[src/rtl/prj_definition.v]
// rtl/prj_definition.v - shared width and trace-depth macros for the DA_VINCI memory interface
`ifndef PRJ_DEFINITION_V
`define PRJ_DEFINITION_V

`define ADDRESS_INDEX_LIMIT 25
`define DATA_INDEX_LIMIT    31
`define TRACE_DEPTH         16
`define TRACE_TS_WIDTH      16

`endif

[src/rtl/mem_access_tracer_pkg.sv]
// rtl/mem_access_tracer_pkg.sv - widths and helpers shared by the memory access tracer
`include "prj_definition.v"

package mem_access_tracer_pkg;

  localparam int ADDR_W = `ADDRESS_INDEX_LIMIT + 1;
  localparam int DATA_W = `DATA_INDEX_LIMIT + 1;
  localparam int DROP_W = 8;
  localparam logic [DROP_W-1:0] DROP_MAX = 8'hFF;

  // Inclusive unsigned window test; taking bounds as arguments keeps a zero lower bound from folding away.
  function automatic logic in_window(input logic [ADDR_W-1:0] addr,
                                     input logic [ADDR_W-1:0] lo,
                                     input logic [ADDR_W-1:0] hi);
    return (addr >= lo) && (addr <= hi);
  endfunction

endpackage

[src/rtl/trace_fifo.sv]
// rtl/trace_fifo.sv - synchronous FIFO with a registered head word that holds its last value when drained
module trace_fifo #(
  parameter int WIDTH = 74,
  parameter int DEPTH = 16
) (
  input  logic                     clk,
  input  logic                     rst,
  input  logic                     clr,
  input  logic                     push,
  input  logic                     pop,
  input  logic [WIDTH-1:0]         wdata,
  output logic [WIDTH-1:0]         rdata,
  output logic [$clog2(DEPTH):0]   count,
  output logic                     valid,
  output logic                     full,
  output logic                     empty
);

  localparam int PW = $clog2(DEPTH);
  localparam int CW = PW + 1;
  localparam logic [CW-1:0] FULL_CNT = CW'(DEPTH);

  logic [WIDTH-1:0] mem_q [DEPTH];
  logic [PW-1:0]    rd_ptr_q, rd_ptr_d;
  logic [PW-1:0]    wr_ptr_q, wr_ptr_d;
  logic [CW-1:0]    count_q, count_d;
  logic             valid_q, valid_d;
  logic [WIDTH-1:0] head_q, head_d;
  logic [PW-1:0]    rd_next;
  logic             pop_en;
  logic             push_en;

  assign full  = (count_q == FULL_CNT);
  assign empty = ~valid_q;
  assign valid = valid_q;
  assign count = count_q;
  assign rdata = head_q;

  always_comb begin
    rd_next = rd_ptr_q + PW'(1);
    pop_en  = pop & valid_q & ~clr;
    push_en = push & (~full | pop_en) & ~clr;
  end

  always_comb begin
    rd_ptr_d = rd_ptr_q;
    wr_ptr_d = wr_ptr_q;
    count_d  = count_q;
    head_d   = head_q;
    if (clr) begin
      rd_ptr_d = '0;
      wr_ptr_d = '0;
      count_d  = '0;
      head_d   = '0;
    end else begin
      if (push_en) wr_ptr_d = wr_ptr_q + PW'(1);
      if (pop_en)  rd_ptr_d = rd_next;
      case ({push_en, pop_en})
        2'b10:   count_d = count_q + CW'(1);
        2'b01:   count_d = count_q - CW'(1);
        default: count_d = count_q;
      endcase
      // The head register is loaded from whichever entry becomes the new head this edge.
      if (pop_en) begin
        if (count_q > CW'(1)) head_d = mem_q[rd_next];
        else if (push_en)     head_d = wdata;
      end else if (push_en && !valid_q) begin
        head_d = wdata;
      end
    end
    valid_d = (count_d != '0);
  end

  always_ff @(posedge clk) begin
    if (push_en) mem_q[wr_ptr_q] <= wdata;
  end

  always_ff @(posedge clk or posedge rst) begin
    if (rst) begin
      rd_ptr_q <= '0;
      wr_ptr_q <= '0;
      count_q  <= '0;
      valid_q  <= 1'b0;
      head_q   <= '0;
    end else begin
      rd_ptr_q <= rd_ptr_d;
      wr_ptr_q <= wr_ptr_d;
      count_q  <= count_d;
      valid_q  <= valid_d;
      head_q   <= head_d;
    end
  end

endmodule

[src/rtl/mem_access_tracer.sv]
// rtl/mem_access_tracer.sv - passive tracer of windowed CPU write transactions into a drainable FIFO
`include "prj_definition.v"

module mem_access_tracer
  import mem_access_tracer_pkg::*;
#(
  parameter int                DEPTH    = `TRACE_DEPTH,
  parameter int                TS_WIDTH = `TRACE_TS_WIDTH,
  parameter logic [ADDR_W-1:0] WIN_LO   = 26'h0000000,
  parameter logic [ADDR_W-1:0] WIN_HI   = 26'h3FFFFFF
) (
  input  logic                     CLK,
  input  logic                     RST,
  input  logic [ADDR_W-1:0]        BUS_ADDR,
  input  logic [DATA_W-1:0]        BUS_WDATA,
  input  logic                     BUS_READ,
  input  logic                     BUS_WRITE,
  input  logic                     CLR,
  output logic                     TRC_VALID,
  input  logic                     TRC_READY,
  output logic [ADDR_W-1:0]        TRC_ADDR,
  output logic [DATA_W-1:0]        TRC_DATA,
  output logic [TS_WIDTH-1:0]      TRC_TS,
  output logic [$clog2(DEPTH):0]   TRC_COUNT,
  output logic                     OVERFLOW,
  output logic                     PROTO_ERR,
  output logic [DROP_W-1:0]        DROP_CNT
);

  localparam int EW = ADDR_W + DATA_W + TS_WIDTH;

  logic [TS_WIDTH-1:0] ts_q, ts_d;
  logic                wr_prev_q, wr_prev_d;
  logic                overflow_q, overflow_d;
  logic                proto_err_q, proto_err_d;
  logic [DROP_W-1:0]   drop_cnt_q, drop_cnt_d;

  logic                wr_edge;
  logic                write_event;
  logic                pop_req;
  logic                drop;
  logic                fifo_full;
  logic                fifo_empty;
  logic [EW-1:0]       fifo_rdata;

  always_comb begin
    wr_edge     = BUS_WRITE & ~BUS_READ & ~wr_prev_q;
    write_event = wr_edge & in_window(BUS_ADDR, WIN_LO, WIN_HI);
    pop_req     = TRC_READY & ~fifo_empty;
    drop        = write_event & fifo_full & ~pop_req & ~CLR;
  end

  always_comb begin
    ts_d        = ts_q;
    overflow_d  = overflow_q;
    proto_err_d = proto_err_q;
    drop_cnt_d  = drop_cnt_q;
    wr_prev_d   = BUS_WRITE;
    if (CLR) begin
      ts_d        = '0;
      overflow_d  = 1'b0;
      proto_err_d = 1'b0;
      drop_cnt_d  = '0;
    end else begin
      ts_d = ts_q + TS_WIDTH'(1);
      if (BUS_READ && BUS_WRITE) proto_err_d = 1'b1;
      if (drop) begin
        overflow_d = 1'b1;
        if (drop_cnt_q != DROP_MAX) drop_cnt_d = drop_cnt_q + DROP_W'(1);
      end
    end
  end

  always_ff @(posedge CLK or posedge RST) begin
    if (RST) begin
      ts_q        <= '0;
      wr_prev_q   <= 1'b0;
      overflow_q  <= 1'b0;
      proto_err_q <= 1'b0;
      drop_cnt_q  <= '0;
    end else begin
      ts_q        <= ts_d;
      wr_prev_q   <= wr_prev_d;
      overflow_q  <= overflow_d;
      proto_err_q <= proto_err_d;
      drop_cnt_q  <= drop_cnt_d;
    end
  end

  trace_fifo #(
    .WIDTH (EW),
    .DEPTH (DEPTH)
  ) u_fifo (
    .clk   (CLK),
    .rst   (RST),
    .clr   (CLR),
    .push  (write_event & ~drop),
    .pop   (pop_req),
    .wdata ({BUS_ADDR, BUS_WDATA, ts_q}),
    .rdata (fifo_rdata),
    .count (TRC_COUNT),
    .valid (TRC_VALID),
    .full  (fifo_full),
    .empty (fifo_empty)
  );

  assign TRC_ADDR  = fifo_rdata[EW-1 -: ADDR_W];
  assign TRC_DATA  = fifo_rdata[TS_WIDTH +: DATA_W];
  assign TRC_TS    = fifo_rdata[TS_WIDTH-1:0];
  assign OVERFLOW  = overflow_q;
  assign PROTO_ERR = proto_err_q;
  assign DROP_CNT  = drop_cnt_q;

endmodule

[config.mk]
export PLATFORM = sky130hd
export DESIGN_NAME = mem_access_tracer
export DESIGN_NICKNAME = d
export VERILOG_FILES = /design/src/rtl/mem_access_tracer_pkg.sv /design/src/rtl/trace_fifo.sv /design/src/rtl/mem_access_tracer.sv
export VERILOG_INCLUDE_DIRS = /design/src /design/src/rtl
export SDC_FILE = /design/constraint.sdc
export NUM_CORES = 2
export LEC_CHECK = 0
export CAP_MARGIN = 10
export CORE_MARGIN = 1.5
export CORE_UTILIZATION = 58
export DETAILED_ROUTE_END_ITERATION = 10
export GPL_ROUTABILITY_DRIVEN = 1
export PLACE_DENSITY = 0.85
export SLEW_MARGIN = 30
export SYNTH_ARGS = -nofsm -noshare
export SYNTH_HDL_FRONTEND = slang
export SYNTH_SLANG_ARGS = --single-unit
[constraint.sdc]
create_clock -name CLK -period 24.3 [get_ports CLK]
set_input_delay 2.43 -clock CLK [delete_from_list [all_inputs] [get_ports CLK]]
set_output_delay 2.43 -clock CLK [all_outputs]
set_load 0.02 [all_outputs]
==> results.md <==
* Status: completed
* Via/cell ratio at about 7
* 1st-pass router iterations at 6
* DRT antenna net count at 0
* Dominant synthesized flop cell: edfxtp_1
* Die width at slightly below 300 µm
* Postcts setup bufs at 0
* Design Power at 0.00444 W
* Worst Path Max Fanout at 48
* Number of distinct library cells after synthesis at 50
* Die footprint at 0.0877 mm²
* Crit path largest cell delay at 860 ps
* R2r endpoint: u_fifo.rdata[41]
* Area growth, synth to finish at 13.4%
* Routed vias at around 27000
* Crit path buf inv count at 2
* Core Region at 0.0851 mm²
* Largest net degree at the start of global routing at 78
* Max Buffers Root-to-Sink at 3
* Max cap viols at 0
* Row count at 107
* # setup viols final at 0
* Synth area leaders: edfxtp_1 (71%), mux4_2 (13%), dfrtp_1 (5.8%)
* DP HPWL at 60100 µm
* Tmin final at 5600 ps
* Reg2reg path depth at 7
* Ant diodes at 0
* Mapped Nets at 2477
* Slew HR at between 20% and 30%
* Post-synth top area share at a little under three quarters
* CTS root buf: clkbuf_16
* Flop2flop setup slack at slightly below 20000 ps
* Setup TNS at 0 ps
* H-tree level count at 3
* #FFs+latches synth at 1299
* Crit-path slowest cell: buf_4
* Wirelength per Cell at 32.3 µm
* Final Hold Viols at 0
* Hold depth at 2
* Synth area leader: edfxtp_1
* Peak supply drop at ~0.064 mV
* Startpoint types: input port
* 1st-iter DRT viols at ~3300
* Clock Latency Late Sink at 720 ps
* Final Net Count at around 2600
* Crit path DAT at 5900 ps
* Register area share after synthesis at 77.1%
* Reg-to-reg startpoint: u_fifo.rd_ptr_q[0]
* Port bufs at 153
* First-pass GRT wire length at 181000 µm
* Top Ports at about 150
* Mapped Cells at 2400
* Core Util, Final at 66.3%
* Setup crit end kind: flip-flop
* Worst-path clk slew at 70 ps
* Post-CTS Resized at 0
* Initial core utilization at approximately 59%
* Clock sink count at 1299
* CTS tree: built
* Critical setup path kind: in2reg
* Fillers at 5087
* Share of layout cells above drive strength 1 at roughly a fifth
* Cell Chain, Critical Path: clkdlybuf4s50_1, or3b_1, a211o_1, nor3b_1, and2_4, buf_4
* Worst-Margin Slew at about 1100 ps
* Number of synthesized flops with an enable pin at 1184
* Period utilization at between 20 and 25%
* # DRC at 0
* Slew Viols, Final at 0
* Critical path required time at 24600 ps
* Synth async-reset ratio at 8.85%
* Synthesis Warnings at 0
* Hold path endpoint: PROTO_ERR
* HP Start: PROTO_ERR
* Vias in the first global route at 27700
* Initial antenna violation count at 3
* GRT overflow at 0
* CTS Buf Count at roughly 120
* Hold buffers post-CTS at 0
* Total Routing Usage GR at 28.6%
* Clock Skew at roughly 45 ps
* Syn Area/Cell at 20.8 µm²
* Die height at 296 µm
* Syn Std Cell Area at 0.0498 mm²
* Hold Path Class: reg2reg
* Routability cong. at 0.795
* RSZ-0062 raised after global routing: no
* DRT Wirelength at about 120000 µm
* Static Leak at 17.6 nW
* Largest delay share family, worst path: simple AND/OR/NAND/NOR gates
* Fmax at 178 MHz
* Pwr dens at 78.6 mW/mm²
==> synth_stat cells, drive strengths merged (2+ instances only) <==
cell type,number
xor2,11
nand3b,3
a211oi,3
and2,5
a41oi,73
mux4,296
clkbuf,73
nand2,164
nand4,8
a21oi,12
o21ai,155
nor3,12
or3,5
a221oi,2
buf,76
dfrtp,115
xnor2,13
and3,2
nor4,6
ha,13
nand3,10
inv,13
edfxtp,1184
nor3b,4
a221o,74
nor2,43
a31oi,2
nor2b,5
==> kinds of logic after synthesis <==
group	synth area share [%]
flops	77.1
compound gates	4.72
mux	13.4
simple gates	2.44
buf+inv	1.59
xor+xnor	0.422
fa+ha+maj	0.326
==> worst register-to-register path, cell delays in order, from the launching register on <==
cell and delay (ps):
dfrtp_4 730, buf_4 680, buf_4 880, buf_4 850, mux4_2 650, nand2_1 180, a41oi_1 260, a221o_1 330
==> flip-flops by register name, summed over array words and instances (netlist names) <==
signal,cells
u_fifo.mem_q,1184
u_fifo.rdata,74
ts_q,16
DROP_CNT,8
u_fifo.count,5
u_fifo.rd_ptr_q,4
u_fifo.wr_ptr_q,4
OVERFLOW,1
PROTO_ERR,1
u_fifo.valid,1
wr_prev_q,1
==> metal layers <==
layer  GRT usage, %  wire (µm)  up-vias
li1               -          -    10300
met1           36.2      41900    13800
met2           48.8      63700     2122
met3           4.56      11500      421
met4           13.5       5990        6
met5              0         39        -
==> area by class of cell <==
| class | count | area [µm²] | share of cell area [%] |
|---|---|---|---|
| Sequential cell | 1299 | 38400 | 68.0 |
| Multi-Input combinational cell | 939 | 10800 | 19.1 |
| Clock buffer | 155 | 3180 | 5.63 |
| Timing Repair Buffer | 201 | 1990 | 3.52 |
| Tap cell | 1144 | 1430 | 2.53 |
| Clock inverter | 64 | 611 | 1.08 |
| Inverter | 13 | 53.8 | 0.0953 |
==> worst max-delay path by stage <==
stage | start | endpoint | slack [ps] | depth (start not counted)
after global routing | BUS_WRITE | u_fifo.mem_q[10][61] | 18600 | 6
after CTS | BUS_WRITE | u_fifo.mem_q[10][61] | 18800 | 6
final | BUS_WRITE | u_fifo.mem_q[10][61] | 18700 | 6
after global placement | BUS_WRITE | u_fifo.mem_q[11][39] | 18230 | 6
after detailed placement | BUS_WRITE | u_fifo.mem_q[10][46] | 18110 | 6
after floorplan | BUS_READ | u_fifo.mem_q[0][0] | 13410 | 3
==> where the power goes <==
part	leakage [nW]	switching (W)	total (W)	internal [W]
registers	12.3	0.0000116	0.00245	0.00244
logic	3.48	0.0000930	0.000161	0.0000676
clock network	1.86	0.000809	0.00183	0.00102
==> per-stage QoR <==
stage | setup slack, ps | std cells | instance area [µm²] | hold WS (ps)
3_3_place_gp | 18230 | 3592 | 52600 | 483
3_5_place_dp | 18110 | 3594 | 52600 | 488
2_1_floorplan | 13410 | 2400 | 49800 | 553
4_1_cts | 18800 | 3813 | 56400 | 503
6_report | 18700 | 3815 | 56500 | 501
5_1_grt | 18600 | 3815 | 56500 | 543
==> layout by cell type (no fill, tap or decap), types with 13 or more instances in the layout <==
cell and count:
a221o_1 74, a41oi_1 73, buf_4 34, clkbuf_1 27, clkbuf_16 117, clkdlybuf4s50_1 152
clkinv_2 27, dfrtp_1 114, edfxtp_1 1184, mux4_2 296, nand2_1 163, nor2_1 39
o21ai_0 155, xnor2_1 13
Power figures use the tool's default switching activity.
